--- src/rtl/cellrv32_package.sv ---
// Shared constants and types for the CELLRV32 reset controller.
package cellrv32_package;

  // Reset-controller register window: one 32-bit word.
  localparam logic [31:0] rstctrl_base_c = 32'hFFFF_FFB8;
  localparam int          rstctrl_size_c = 4;
  localparam int          rstctrl_hi_c   = 31;
  localparam int          rstctrl_lo_c   = $clog2(rstctrl_size_c);

  // Reset cause encodings.
  localparam logic [1:0] rcause_ext_c = 2'b00;
  localparam logic [1:0] rcause_wdt_c = 2'b01;
  localparam logic [1:0] rcause_dbg_c = 2'b10;
  localparam logic [1:0] rcause_sw_c  = 2'b11;

  // Write key that must accompany a software reset trigger.
  localparam logic [15:0] rstctrl_key_c = 16'hA5C3;

  // Reset sequencer states.
  typedef enum logic [1:0] {
    S_RESET = 2'b00,
    S_HOLD  = 2'b01,
    S_RUN   = 2'b10
  } rst_state_t;

  // Internal request priority: watchdog > debugger > software.
  // External reset never reaches here; it clears the cause register directly.
  function automatic logic [1:0] rcause_sel(input logic wdt_req, input logic dbg_req);
    if (wdt_req) begin
      return rcause_wdt_c;
    end else if (dbg_req) begin
      return rcause_dbg_c;
    end
    return rcause_sw_c;
  endfunction

endpackage

--- src/rtl/cellrv32_rst_sync.sv ---
// Async-assert / sync-deassert synchronizer for the external pad reset.
module cellrv32_rst_sync #(
  parameter int SYNC_STAGES = 2
) (
  input  logic clk_i,
  input  logic rstn_i,
  output logic rstn_o
);

  logic [SYNC_STAGES-1:0] sync_q;

  // Shift a constant 1 in; clear the whole chain the moment the pad drops.
  always_ff @(posedge clk_i or negedge rstn_i) begin
    if (!rstn_i) begin
      sync_q <= '0;
    end else begin
      sync_q <= {sync_q[SYNC_STAGES-2:0], 1'b1};
    end
  end

  assign rstn_o = sync_q[SYNC_STAGES-1];

endmodule

--- src/rtl/cellrv32_rst_ctrl.sv ---
// System reset controller: external reset synchronizer, reset stretcher FSM,
// reset-cause / reset-count tracking and a single bus-accessible status word.
module cellrv32_rst_ctrl
  import cellrv32_package::*;
#(
  parameter int RST_STRETCH = 4,
  parameter int SYNC_STAGES = 2
) (
  input  logic        clk_i,
  input  logic        rstn_ext_i,
  input  logic [31:0] addr_i,
  input  logic        rden_i,
  input  logic        wren_i,
  input  logic [31:0] data_i,
  output logic [31:0] data_o,
  output logic        ack_o,
  input  logic        wdt_rstn_i,
  input  logic        dbg_rstn_i,
  output logic        rstn_ext_o,
  output logic        rstn_int_o,
  output logic [1:0]  rcause_o
);

  localparam logic [7:0] STRETCH_C = 8'(RST_STRETCH);

  logic        rstn_sync;
  logic        acc_match;
  logic        wdt_req;
  logic        dbg_req;
  logic        sw_req;
  logic        any_req;
  logic [31:0] rdata_d;
  logic        unused_bits;

  rst_state_t  state_q;
  logic [7:0]  cnt_q;
  logic        rstn_int_q;
  logic [1:0]  cause_q;
  logic [7:0]  count_q;
  logic        ack_q;
  logic [31:0] data_q;

  cellrv32_rst_sync #(
    .SYNC_STAGES(SYNC_STAGES)
  ) u_rst_sync (
    .clk_i  (clk_i),
    .rstn_i (rstn_ext_i),
    .rstn_o (rstn_sync)
  );

  assign acc_match = (addr_i[rstctrl_hi_c:rstctrl_lo_c] == rstctrl_base_c[rstctrl_hi_c:rstctrl_lo_c]);
  assign wdt_req   = ~wdt_rstn_i;
  assign dbg_req   = ~dbg_rstn_i;
  assign sw_req    = wren_i & acc_match & (data_i[31:16] == rstctrl_key_c) & data_i[0];
  assign any_req   = wdt_req | dbg_req | sw_req;

  // Byte offset and unused data bits carry no meaning for this register.
  assign unused_bits = ^{addr_i[rstctrl_lo_c-1:0], data_i[15:1]};

  // Reset sequencer: the synchronized external reset drives it into S_RESET;
  // internal requests re-enter S_HOLD and keep reloading the stretch counter.
  always_ff @(posedge clk_i or negedge rstn_sync) begin
    if (!rstn_sync) begin
      state_q    <= S_RESET;
      cnt_q      <= STRETCH_C;
      rstn_int_q <= 1'b0;
      cause_q    <= rcause_ext_c;
      count_q    <= 8'd0;
    end else begin
      case (state_q)
        S_RESET: begin
          state_q <= S_HOLD;
          cnt_q   <= STRETCH_C;
        end
        S_HOLD: begin
          if (any_req) begin
            cnt_q <= STRETCH_C;
          end else if (cnt_q <= 8'd1) begin
            cnt_q      <= 8'd0;
            state_q    <= S_RUN;
            rstn_int_q <= 1'b1;
          end else begin
            cnt_q <= cnt_q - 8'd1;
          end
        end
        S_RUN: begin
          if (any_req) begin
            state_q    <= S_HOLD;
            cnt_q      <= STRETCH_C;
            rstn_int_q <= 1'b0;
            cause_q    <= rcause_sel(wdt_req, dbg_req);
            if (count_q != 8'hFF) begin
              count_q <= count_q + 8'd1;
            end
          end
        end
        default: begin
          state_q    <= S_RESET;
          rstn_int_q <= 1'b0;
        end
      endcase
    end
  end

  // Status word returned on a decoded read; zero otherwise.
  always_comb begin
    rdata_d = '0;
    if (rden_i && acc_match) begin
      rdata_d[1:0]  = cause_q;
      rdata_d[2]    = ~rstn_int_q;
      rdata_d[15:8] = count_q;
    end
  end

  // Bus response: one-cycle acknowledge and registered read data.
  always_ff @(posedge clk_i or negedge rstn_sync) begin
    if (!rstn_sync) begin
      ack_q  <= 1'b0;
      data_q <= '0;
    end else begin
      ack_q  <= (rden_i | wren_i) & acc_match;
      data_q <= rdata_d;
    end
  end

  assign rstn_ext_o = rstn_sync;
  assign rstn_int_o = rstn_int_q;
  assign rcause_o   = cause_q;
  assign ack_o      = ack_q;
  assign data_o     = data_q;

endmodule

--- config.mk ---
export PLATFORM = sky130hd
export DESIGN_NAME = cellrv32_rst_ctrl
export DESIGN_NICKNAME = d
export VERILOG_FILES = /design/src/rtl/cellrv32_package.sv /design/src/rtl/cellrv32_rst_sync.sv /design/src/rtl/cellrv32_rst_ctrl.sv
export SDC_FILE = /design/constraint.sdc
export NUM_CORES = 1
export LEC_CHECK = 0
export ABC_AREA = 1
export BUFFER_PORTS_ARGS = -buffer_cell sky130_fd_sc_hd__buf_2
export CAP_MARGIN = 10
export CORE_ASPECT_RATIO = 0.5
export CORE_MARGIN = 2
export CORE_UTILIZATION = 45
export CTS_CLUSTER_SIZE = 12
export DETAILED_ROUTE_END_ITERATION = 7
export PLACE_DENSITY = 0.76
export SLEW_MARGIN = 25
export SYNTH_ARGS = -nofsm -noshare
export SYNTH_HDL_FRONTEND = slang
export SYNTH_HIERARCHICAL = 1
export SYNTH_SLANG_ARGS = --single-unit
--- constraint.sdc ---
create_clock -name clk_i -period 1.6 [get_ports clk_i]
set_input_delay 0.32 -clock clk_i [delete_from_list [all_inputs] [get_ports clk_i]]
set_output_delay 0.32 -clock clk_i [all_outputs]
set_load 0.05 [all_outputs]
## Yosys cells after proc, flatten, opt, wreduce, memory -nomap -nowiden

Index checks and enable logic that the tools add are counted.

| word-level totals | value |
|---|---|
| flip-flop bits (word level) | 35 |
| bits in latches | 0 |
| RAM bits | 0 |
| ROM bits | 0 |
| input bits | 70 |
| output and inout bits | 37 |
| memories kept | 0 |

| operators by class | value |
|---|---|
| add/sub/neg operators | 2 |
| multipliers | 0 |
| divide/modulo/power cells | 0 |
| order comparisons | 1 |
| eq/ne operators | 8 |
| shifts and indexed selects | 0 |
| mux-type cells | 21 |
| bitwise gates (word level) | 11 |
| reduce and logical (&&, ||, !) cells | 8 |

Operators by type and width:

| operator | count |
|---|---|
| $mux 8 | 4 |
| $eq 30x30->1 const B | 1 |
| $pmux 8 s3 | 1 |
| $eq 16x16->1 const B | 1 |
| $mux 2 | 6 |
| $add 8x1->8 const B | 1 |
| $le 8x1->1 const B | 1 |
| $ne 8x8->1 const B | 1 |
| $sub 8x1->8 const B | 1 |
| $mux 1 | 7 |
| $ne 2x2->1 const B | 3 |
| $pmux 2 s3 | 1 |
| $reduce_and 3->1 | 2 |
| $and 1x1->1 | 4 |
| $not 1->1 | 4 |
| $reduce_and 2->1 | 2 |
| $reduce_and 4->1 | 1 |
| $mux 3 | 1 |
| $or 1x1->1 | 3 |
| $pmux 1 s3 | 1 |
| $reduce_bool 3->1 | 1 |
| $eq 2x1->1 const B | 1 |
| $eq 2x2->1 const B | 1 |
| $logic_not 2->1 | 1 |
| $logic_and 1x1->1 | 1 |

## Longest topological paths before layout

Gate-level depths: netlist of the first run.

| logic depth | value |
|---|---|
| word-level depth | 8 |
| gate-level depth with buffers | 11 |
| gate-level depth less buffers | 11 |

## Modules after synthesis

Netlist of the first run, hierarchy kept.

Modules (own cells, without submodules):

| module | instances | cells an instance | area an instance (um2) |
|---|---|---|---|
| cellrv32_rst_ctrl | 1 | 291 | 2113.3 |
| cellrv32_rst_sync | 1 | 3 | 53.8 |

## Worst setup path before layout of the first run

Ideal clock, no wire load.

| timing path | value |
|---|---|
| kind | reg2out |
| start | reg u_rst_sync.sync_q[1] |
| end | out rstn_ext_o |
| data arrival time | 1298 ps |
| required time | 1280 ps |
| path slack | -18 ps |
| cell stages (with the launch flop) | 1 |
| cell sequence | dfrtp_1 |

RTL lines:

| what | RTL line | RTL |
|---|---|---|
| start: declaration | cellrv32_rst_sync.sv:10 | `logic [SYNC_STAGES-1:0] sync_q;` |
| start signal: assignment | cellrv32_rst_sync.sv:17 | `sync_q <= {sync_q[SYNC_STAGES-2:0], 1'b1};` |
| end: declaration | cellrv32_rst_ctrl.sv:19 | `output logic rstn_ext_o,` |

No word-level cell between the ends.

## Worst setup path in the final report of the first run

| timing path | value |
|---|---|
| start | reg cnt_q[2] |
| end | reg cnt_q[3] |

| between the ends | value |
|---|---|
| longest elaborated chain between the ends | 4 |
| elaborated cells between the ends (all ways) | 5 |
| classes of those cells | add/sub: 1; order compare: 1; mux: 3 |

Ends and longest elaborated chain:

| what | RTL line | RTL |
|---|---|---|
| start: declaration | cellrv32_rst_ctrl.sv:36 | `logic [7:0] cnt_q;` |
| start signal: assignment | cellrv32_rst_ctrl.sv:83 | `cnt_q <= cnt_q - 8'd1;` |
| $sub 8x1->8 or $le 8x1->1 (tied branches) | cellrv32_rst_ctrl.sv:83, cellrv32_rst_ctrl.sv:78 |  |
| $mux 8 * | cellrv32_rst_ctrl.sv:78 | `end else if (cnt_q <= 8'd1) begin` |
| $mux 8 * | cellrv32_rst_ctrl.sv:76 | `if (any_req) begin` |
| $pmux 8 s3 * | cellrv32_rst_ctrl.sv:70 | `case (state_q)` |

Mark *: on every way between the ends. The rest lies on a longest branch, timed or not.
A chain may end at the register's enable or synchronous reset.

==> results of run 1 <==
[routing by layer]
| metal | share of wire (%) | track usage, % |
|---|---|---|
| met1 | 41 | 18.8 |
| met3 | 7.1 | 4.36 |
| met4 | 1.3 | 6.67 |
| met2 | 51 | 35.9 |
| met5 | 0 | 0 |
[area by class of cell]
class / count / area (um^2)
Multi-Input combinational cell: 206 / 1100
Timing Repair Buffer: 80 / 433
Clock buffer: 5 / 68.8
Clock inverter: 3 / 20.0
Fill cell: 406 / 1730
Tap cell: 66 / 82.6
Sequential cell: 35 / 878
Inverter: 50 / 188
[critical path: stages, from the launching register on]
cell      delay [ns]
dfstp_2         0.57
inv_2           0.06
nand2_4         0.08
nor2_4          0.05
o21bai_4        0.15
inv_2           0.07
nor3_4          0.21
nand3_4         0.16
o21ai_2         0.19
[registers in the layout, summed over array words and instances, names as in the netlist]
name	cells
state_q	2
data_o	11
rcause_o	2
rstn_int_o	1
cnt_q	8
count_q	8
u_rst_sync/sync_q	2
ack_o	1
[timing repair]
item,4_1_cts,5_1_grt
setup endpoints to repair,7,18
gates cloned,0,1
resized for setup,12,18
endpoints found under the hold margin,2,0
buffers inserted,0,2
hold buffers,1,0
pin swaps,4,7
[power groups by stage]
stage | Combinational [mW] | Clock (mW) | Sequential [mW]
6_report | 0.956 | 0.636 | 1.03
5_1_grt | 1.05 | 0.696 | 1.04
3_5_place_dp | 0.770 | 0 | 1.04
4_1_cts | 0.806 | 0.650 | 1.03
2_1_floorplan | 0.472 | 0 | 1.13
3_3_place_gp | 0.745 | 0 | 1.04
[layout by cell type (no fill, tap or decap), types with 2 or more instances in the layout]
cell type    n
nand2_1     72
buf_2       68
inv_1       46
nor2_1      37
dfrtp_1     33
conb_1      22
nand3_1     18
o21ai_2     11
buf_4       11
xor2_1      10
nand4_1      7
clkbuf_8     5
inv_2        4
o21ai_0      4
nand3_4      3
nor3_1       3
o21ai_1      3
o21bai_4     2
nor3_2       2
ha_1         2
clkinvlp_4   2
[final timing paths]
| path | endpoint | cells past startpoint | slack (ns) |
|---|---|---|---|
| worst min-delay path | ack_o | 3 | 0.27 |
| min in group asynchronous | rstn_int_o | 1 | 0.32 |
| max in group asynchronous | cnt_q[2] | 1 | 0.96 |
| worst max register to register | cnt_q[3] | 8 | -0.008 |
| worst min register to register | rstn_int_o | 1 | 0.32 |
| worst max-delay path | cnt_q[3] | 8 | -0.008 |
[cells in the mapped netlist (all sizes together)]
library cell,number,share of area (%)
conb,2,0.35
nand4,7,2.0
ha,3,1.7
nor3,6,1.6
buf,22,7.8
nand2,74,13
clkbuf,2,0.35
dfstp,1,1.2
o21bai,2,1.4
o21ai,18,5.4
xor2,10,4.0
nand3b,1,0.35
inv,50,8.7
nand3,21,5.4
xnor2,1,0.40
nor2,39,6.8
dfrtp,34,39
o21a,1,0.35
[kinds of logic after synthesis]
kind of cell,synth area share (%)
flip-flops,40.5
AO/OA/AOI/OAI,7.10
AND/OR/NAND/NOR,29.1
XOR/XNOR,4.45
adder cells (fa/ha/maj),1.73
other,0.347
buffers and inverters,16.8
[through the flow]
stage          instance area [um^2]  hold slack [ns]  utilization, %
2_1_floorplan                  2240           0.0244               -
3_3_place_gp                   2560            0.107            56.7
3_5_place_dp                   2560            0.107            56.7
4_1_cts                        2680            0.269            59.4
5_1_grt                        2780            0.276            61.5
6_report                       2780            0.271            61.5
==> summary.md, run 1 <==
| Metric | Value |
|---|---|
| CP startpoint | `cnt_q[2]` |
| Worst-Margin Slew | `0.568 ns` |
| Clock Tree Buf Depth | `2` |
| Clock buffer count from CTS | `5` |
| Pre-antenna DRT Iters | `4` |
| Synthesis-to-layout area growth | `28.1%` |
| Register area share after synthesis | `40.5%` |
| First-pass GRT wire length | `7.51 mm` |
| Site Rows | `17` |
| Vias in the first global route | `1866` |
| Core Area | `4510 um^2` |
| Clock H-tree levels | `2` |
| 1st-iter DRT viols | `95` |
| Average vias per placed instance | `4.62` |
| Fin crit share | `100%` |
| Ant. Diodes | `0` |
| Sw frac | `38.2%` |
| Non-Filler Instances | `445` |
| Die Width | `102 um` |
| Root Buffer | `clkbuf_8` |
| WL per Instance | `11.0 um` |
| Max-cap violations | `0` |
| Peak Freq | `622 MHz` |
| Reg power frac | `39.3%` |
| Share of post-route cells with drive strength above 1 | `31.1%` |
| Critical path launch point type | `flop` |
| Violated checks | `negative setup slack` |
| Power, Total | `2.62 mW` |
| Fin Clk Skew | `0.00334 ns` |
| Crit path max fanout | `7` |
| Die ar. | `5420 um^2` |
| Flops & latches, synth | `35` |
| CTS tree | `done` |
| Status | `finished with violations` |
| Worst Path Arrival | `1.82 ns` |
| Clock power frac | `24.2%` |
| Antenna Nets Post-Route | `0` |
| Final net count | `451` |
| Max-slew violation count | `0` |
| Setup WS post-layout | `-0.00762 ns` |
| Final min period | `1.61 ns` |
| Yosys warning count | `6` |
| WS Path Type | `reg -> reg` |
| Pin count of the biggest net entering global routing | `34` |
| Worst VDD drop | `0.000654 V` |
| Final hold vios | `0` |
| I/O Buffers | `68` |
| Cells after Synth | `294` |
| Unrepaired setup endpoints after global routing | `true` |
| Die Y | `53.1 um` |
| Hold path start | `wren_i` |
| NetSw | `1.00 mW` |
| Hold Path Class | `in -> reg` |
| Sink Count | `35` |
| Clk_lat worst skew | `0.29 ns` |
| RePlAce Congestion | `0.812` |
| Setup-failing EPs final | `1` |
| Io pins | `107` |
| CP Data Required Time | `1.81 ns` |
| Hpwl dp | `3.65 mm` |
| R2R Path Start | `cnt_q[2]` |
| Comb pwr share | `36.4%` |
| Dpl ws | `-0.134 ns` |
| Max_slew headroom | `62.0%` |
| Tot GR Track Use | `18.0%` |
| Via Count | `2057` |
| Starting Density | `48.1%` |
| DRC viols | `0` |
| Grt total ovfl | `0` |
| Syn_area_per_cell | `7.37 um^2` |
| Synth cell types | `24` |
| Clock transition at path regs | `0.07 ns` |
| Pwr Density | `946 nW/um^2` |
| Initial antenna violation count | `0` |
| CP Capture Type | `flop` |
| Internal power | `1.62 mW` |
| Leakage | `1.47 nW` |
| Final setup TNS | `-0.00762 ns` |
| Placed Cells | `433` |
| Area of the mapped netlist | `2170 um^2` |
| Routed WL | `4.90 mm` |
(Power assumes the default switching activity.)
==> inputs of run 2 (changes only) <==
--- a/config.mk
+++ b/config.mk
@@ -6,14 +6,15 @@
 export NUM_CORES = 1
 export LEC_CHECK = 0
 export ABC_AREA = 1
-export BUFFER_PORTS_ARGS = -buffer_cell sky130_fd_sc_hd__buf_2
 export CAP_MARGIN = 10
 export CORE_ASPECT_RATIO = 0.5
 export CORE_MARGIN = 2
 export CORE_UTILIZATION = 45
 export CTS_CLUSTER_SIZE = 12
 export DETAILED_ROUTE_END_ITERATION = 7
-export PLACE_DENSITY = 0.76
+export DONT_BUFFER_PORTS = 1
+export MAX_ROUTING_LAYER = met4
+export PLACE_DENSITY = 0.57
 export SLEW_MARGIN = 25
 export SYNTH_ARGS = -nofsm -noshare
 export SYNTH_HDL_FRONTEND = slang
==> constraint.sdc (replaced) <==
create_clock -name clk_i -period 2 [get_ports clk_i]
set_input_delay 0.4 -clock clk_i [delete_from_list [all_inputs] [get_ports clk_i]]
set_output_delay 0.4 -clock clk_i [all_outputs]
set_load 0.05 [all_outputs]
==> summary.md, run 2 (synthesized netlist as in run 1, its figures left out) <==
| Metric | Value |
|---|---|
| Average vias per placed instance | `4.48 (was 4.62)` |
| Final net count | `373 (was 451)` |
| Sink Count | `35 (unchanged)` |
| Io pins | `107 (unchanged)` |
| Clock Tree Buf Depth | `2 (unchanged)` |
| FF/Latch Area | `878 um^2 (unchanged)` |
| Worst reg-to-reg path cell count | `9 (was 8)` |
| WS Path Type | `reg -> reg (unchanged)` |
| Hold path depth | `2 (was 3)` |
| Vias in the first global route | `1383 (was 1866)` |
| Hold Path Class | `in -> reg (unchanged)` |
| Critical path launch point type | `flop (unchanged)` |
| Worst-Margin Slew | `0.504 ns (was 0.568 ns)` |
| WL per Instance | `10.8 um (was 11.0 um)` |
| Via Count | `1645 (was 2057)` |
| Final hold vios | `0 (unchanged)` |
| Hpwl dp | `3.19 mm (was 3.65 mm)` |
| Worst hold slack | `0.235 ns (was 0.271 ns)` |
| Final setup TNS | `0 ns (was -0.00762 ns)` |
| Post-cts gate resize count | `0 (was 12)` |
| Core Area | `4510 um^2 (unchanged)` |
| CP Capture Type | `flop (unchanged)` |
| Max-cap violations | `0 (unchanged)` |
| Die Y | `53.1 um (unchanged)` |
| Antenna Nets Post-Route | `0 (unchanged)` |
| Commonest non-fill, non-tap cell in the layout | `nand2_1 (unchanged)` |
| Design area | `2310 um^2 (was 2780 um^2)` |
| Commonest cells after routing, fill and taps aside | `73 x nand2_1, 50 x inv_1, 39 x nor2_1 (was 72 x nand2_1, 68 x buf_2, 46 x inv_1)` |
| RePlAce Congestion | `0.819 (was 0.812)` |
| Initial antenna violation count | `0 (unchanged)` |
| Leakage | `1.14 nW (was 1.47 nW)` |
| Clock buffer count from CTS | `5 (unchanged)` |
| DRC viols | `0 (unchanged)` |
| Multi-input logic area | `1000 um^2 (was 1100 um^2)` |
| First-pass GRT wire length | `6.02 mm (was 7.51 mm)` |
| Peak Freq | `562 MHz (was 622 MHz)` |
| Fin crit share | `89.0% (was 100%)` |
| Final min period | `1.78 ns (was 1.61 ns)` |
| Pin count of the biggest net entering global routing | `22 (was 34)` |
| Unrepaired setup endpoints after global routing | `false (was true)` |
| Pre-antenna DRT Iters | `4 (unchanged)` |
| Starting Density | `48.1% (unchanged)` |
| Max-slew violation count | `0 (unchanged)` |
| Share of post-route cells with drive strength above 1 | `7.64% (was 31.1%)` |
| Setup-failing EPs final | `0 (was 1)` |
| CTS tree | `done (unchanged)` |
| Max FFs per register | `11 (unchanged)` |
| 1st-iter DRT viols | `43 (was 95)` |
| Crit path max fanout | `7 (unchanged)` |
| Fin Clk Skew | `0.00821 ns (was 0.00334 ns)` |
| Tot GR Track Use | `15.2% (was 18.0%)` |
| Worst VDD drop | `0.000437 V (was 0.000654 V)` |
| Die ar. | `5420 um^2 (unchanged)` |
| Post-CTS setup buffers | `0 (unchanged)` |
| Routed WL | `3.95 mm (was 4.90 mm)` |
| Fillers | `453 (was 406)` |
| CP Data Required Time | `2.19 ns (was 1.81 ns)` |
| Status | `finished, final reports clean (was finished with violations)` |
| Ant. Diodes | `0 (unchanged)` |
| Synthesis-to-layout area growth | `6.47% (was 28.1%)` |
| Root Buffer | `clkbuf_8 (unchanged)` |
| Max_slew headroom | `66.4% (was 62.0%)` |
| Die Width | `102 um (unchanged)` |
| Cell Area, Placed | `2160 um^2 (was 2560 um^2)` |
| Clk_lat worst skew | `0.28 ns (was 0.29 ns)` |
| Pwr Density | `885 nW/um^2 (was 946 nW/um^2)` |
| I/O Buffers | `0 (was 68)` |
| Clock H-tree levels | `2 (unchanged)` |
| Clock transition at path regs | `0.07 ns (about the same)` |
| Site Rows | `17 (unchanged)` |
| Grt total ovfl | `0 (unchanged)` |
| Worst Path Arrival | `1.97 ns (was 1.82 ns)` |
run 2: cell count changes in the layout (fill, tap and decap cells not counted), sizes merged:
cell / previous run / this run
buf: 79 / 2
bufinv: 0 / 2
clkinvlp: 2 / 0
clkbuf: 5 / 6
clkinv: 1 / 0
nand3: 22 / 21
run 2: worst max-delay path, stage by stage, from the launching register on:
cell and delay [ns]:
dfrtp_1 0.40, inv_1 0.06, ha_1 0.20, inv_1 0.07, nor2_1 0.08, o21bai_2 0.18, inv_1 0.09, nor3_1 0.13
nand3_1 0.23, o21ai_0 0.25
run 2: per-stage QoR:
stage | total power [mW] | setup slack, ns | util [%] | instances
detailed placement | 1.32 | 0.237 | 48.0 | 358
global placement | 1.31 | 0.289 | 48.0 | 358
floorplan | 1.28 | 0.302 | - | 314
global route | 2.17 | 0.00818 | 51.2 | 367
finish | 2.04 | 0.219 | 51.2 | 367
CTS | 2.08 | 0.174 | 51.2 | 367
run 2: per-layer routing:
layer	share of wire, %	global-route usage, %	vias up	wire (um)
met5	0	-	-	0
met4	0.48	4.67	0	19
met3	7.6	4.10	4	299
met2	45	25.3	59	1760
li1	-	-	870	-
met1	47	18.4	712	1870
run 2: worst paths after layout:
check | from | endpoint | slack [ns]
max | cnt_q[0] | cnt_q[5] | 0.22
min | wren_i | ack_o | 0.24
max reg2reg | cnt_q[0] | cnt_q[5] | 0.22
min reg2reg | u_rst_sync/sync_q[0] | u_rst_sync/sync_q[1] | 0.35
max in group asynchronous | u_rst_sync/sync_q[1] | count_q[1] | 1.29
min in group asynchronous | rstn_ext_i | u_rst_sync/sync_q[0] | 0.35
run 2: cell type report:
| type | instances | share of cell area (%) |
|---|---|---|
| clock buffer | 6 | 3.15 |
| clock inverter | 2 | 2.60 |
| inverter | 50 | 8.13 |
| multi-input combinational | 205 | 43.4 |
| sequential | 35 | 38.1 |
| tap | 66 | 3.58 |
| timing repair buffer | 3 | 1.08 |
run 2: timing repair:
item | 4_1_cts | 5_1_grt
hold endpoints to repair | 2 | 0
hold buffers | 1 | 0
setup endpoints to repair | 0 | 0
run 2: where the power goes:
group,switching (mW),internal (mW)
clock,0.244,0.498
combinational,0.277,0.123
sequential,0.127,0.774
==> inputs of run 3 (changes only) <==
--- a/config.mk
+++ b/config.mk
@@ -7,7 +7,7 @@
 export LEC_CHECK = 0
 export ABC_AREA = 1
 export CAP_MARGIN = 10
-export CORE_ASPECT_RATIO = 0.5
+export CORE_ASPECT_RATIO = 0.7
 export CORE_MARGIN = 2
 export CORE_UTILIZATION = 45
 export CTS_CLUSTER_SIZE = 12
==> summary.md, run 3 (synthesized netlist as in run 1, its figures left out) <==
| Metric | Value |
|---|---|
| Unrepaired setup endpoints after global routing | `false (unchanged)` |
| Critical path launch point type | `flop (unchanged)` |
| Core Area | `4700 um^2 (was 4510 um^2)` |
| Starting Density | `46.1% (was 48.1%)` |
| Clock transition at path regs | `0.07 ns (about the same)` |
| Dpl ws | `0.230 ns (was 0.237 ns)` |
| Ant. Diodes | `0 (unchanged)` |
| R2R Path Start | `cnt_q[0] (unchanged)` |
| Hpwl dp | `3.00 mm (was 3.19 mm)` |
| Average vias per placed instance | `4.60 (was 4.48)` |
| Fin Clk Skew | `0.00519 ns (was 0.00821 ns)` |
| Fin crit share | `90.0% (was 89.0%)` |
| Clock power frac | `27.1% (was 36.3%)` |
| Root Buffer | `clkbuf_8 (unchanged)` |
| I/O Buffers | `0 (unchanged)` |
| Final setup TNS | `0 ns (unchanged)` |
| Post-CTS setup buffers | `0 (unchanged)` |
| Die Width | `86.9 um (was 102 um)` |
| Io pins | `107 (unchanged)` |
| NetSw | `654 uW (was 648 uW)` |
| Final net count | `372 (was 373)` |
| Max-cap violations | `0 (unchanged)` |
| Post-cts gate resize count | `0 (unchanged)` |
| Routed WL | `3.79 mm (was 3.95 mm)` |
| Die Y | `62.1 um (was 53.1 um)` |
| CP startpoint | `cnt_q[0] (unchanged)` |
| Tot GR Track Use | `15.3% (was 15.2%)` |
| Worst path most repeated cell | `inv_1 (unchanged)` |
| Worst-Margin Slew | `0.527 ns (was 0.504 ns)` |
| WL per Instance | `10.6 um (was 10.8 um)` |
| Hold path start | `wren_i (unchanged)` |
| RePlAce Congestion | `0.800 (was 0.819)` |
| Setup WS post-layout | `0.200 ns (was 0.219 ns)` |
| Slowest cell on crit path | `dfrtp_1 (unchanged)` |
| Sw frac | `36.4% (was 31.7%)` |
| Reg power frac | `50.3% (was 44.1%)` |
| Pre-antenna DRT Iters | `4 (unchanged)` |
| Max_slew headroom | `64.8% (was 66.4%)` |
| WS Path Type | `reg -> reg (unchanged)` |
| Share of post-route cells with drive strength above 1 | `7.33% (was 7.64%)` |
| Vias in the first global route | `1448 (was 1383)` |
| Worst VDD drop | `0.000353 V (was 0.000437 V)` |
| Max-slew violation count | `0 (unchanged)` |
| Pin count of the biggest net entering global routing | `34 (was 22)` |
| First-pass GRT wire length | `6.29 mm (was 6.02 mm)` |
| 1st-iter DRT viols | `85 (was 43)` |
| Commonest non-fill, non-tap cell in the layout | `nand2_1 (unchanged)` |
| Worst Path Arrival | `1.99 ns (was 1.97 ns)` |
| Comb pwr share | `22.6% (was 19.6%)` |
| CP Data Required Time | `2.19 ns (about the same)` |
| Worst path max stage delay | `0.41 ns (was 0.40 ns)` |
| Synthesis-to-layout area growth | `3.41% (was 6.47%)` |
| Via Count | `1641 (was 1645)` |
| DRC viols | `0 (unchanged)` |
| Fillers | `471 (was 453)` |
| Site Rows | `21 (was 17)` |
| Clock buffer count from CTS | `5 (unchanged)` |
| Clock Tree Buf Depth | `2 (unchanged)` |
| Final min period | `1.80 ns (was 1.78 ns)` |
| Peak Freq | `556 MHz (was 562 MHz)` |
| Hold Path Class | `in -> reg (unchanged)` |
| Setup-failing EPs final | `0 (unchanged)` |
| Status | `finished, final reports clean (unchanged)` |
| CTS tree | `done (unchanged)` |
| Die ar. | `5400 um^2 (was 5420 um^2)` |
| Final hold vios | `0 (unchanged)` |
| Crit path max fanout | `7 (unchanged)` |
| Internal power | `1.14 mW (was 1.40 mW)` |
| Leakage | `1.12 nW (was 1.14 nW)` |
| Crit-path cells | `inv_1 -> ha_1 -> inv_1 -> nor2_1 -> o21bai_2 -> inv_1 -> nor3_1 -> nand3_1 -> o21ai_0 (unchanged)` |
| Pwr Density | `800 nW/um^2 (was 885 nW/um^2)` |
| Max FFs per register | `11 (unchanged)` |
| Antenna Nets Post-Route | `0 (unchanged)` |
| Commonest cells after routing, fill and taps aside | `73 x nand2_1, 50 x inv_1, 39 x nor2_1 (unchanged)` |
| Clock H-tree levels | `2 (unchanged)` |
| Initial antenna violation count | `0 (unchanged)` |
| CP Capture Type | `flop (unchanged)` |
| Grt total ovfl | `0 (unchanged)` |
| Clk_lat worst skew | `0.28 ns (about the same)` |
| Sink Count | `35 (unchanged)` |
==> run 3: worst paths after layout <==
path | endpoint | slack [ns] | cells past startpoint
min | ack_o | 0.24 | 2
max in group asynchronous | cnt_q[2] | 1.12 | 1
max reg2reg | cnt_q[7] | 0.20 | 9
max | cnt_q[7] | 0.20 | 9
min in group asynchronous | u_rst_sync/sync_q[0] | 0.35 | 1
min reg2reg | u_rst_sync/sync_q[1] | 0.35 | 0
==> run 3: power by group through the flow <==
stage	Clock, mW	Sequential, mW	Combinational [mW]
2_1_floorplan	0	0.905	0.378
3_3_place_gp	0	0.916	0.401
3_5_place_dp	0	0.916	0.403
4_1_cts	0.507	0.903	0.408
5_1_grt	0.540	0.915	0.466
6_report	0.486	0.902	0.405
==> run 3: critical path, delay by kind of cell (launching register included) <==
kind,cells,cell delay (ns)
compound gates,2,0.44
fa+ha+maj,1,0.20
buf+inv,3,0.23
flops,1,0.41
simple gates,3,0.44
==> run 3: timing repair <==
action	CTS	global route
hold buffers	1	0
endpoints found under the setup margin	0	0
endpoints found under the hold margin	2	0
==> run 3: through the flow <==
stage / cell area (um^2) / hold slack, ns / cells / utilization, % / power, mW
finish: 2240 / 0.240 / 357 / 47.6 / 1.79
global route: 2240 / 0.241 / 357 / 47.6 / 1.92
CTS: 2240 / 0.230 / 357 / 47.6 / 1.82
detailed placement: 2150 / 0.104 / 348 / 45.6 / 1.32
global placement: 2150 / 0.104 / 348 / 45.6 / 1.32
floorplan: 2240 / 0.104 / 314 / - / 1.28
==> run 3: routing by layer <==
metal | up-vias | global-route usage, % | routed length (um)
li1 | 867 | - | -
met1 | 722 | 20.9 | 2010
met2 | 49 | 23.0 | 1500
met3 | 3 | 4.89 | 262
met4 | 0 | 2.01 | 12
met5 | - | - | 0
==> run 3: area by class of cell <==
class	instances	area, um^2	area share [%]
clock buffers	6	72.6	3.24
clock inverters	2	12.5	0.558
inverters	50	188	8.38
multi-input cells	205	1000	44.7
flip-flops and latches	35	878	39.2
well taps	57	71.3	3.18
repair buffers	2	17.5	0.782
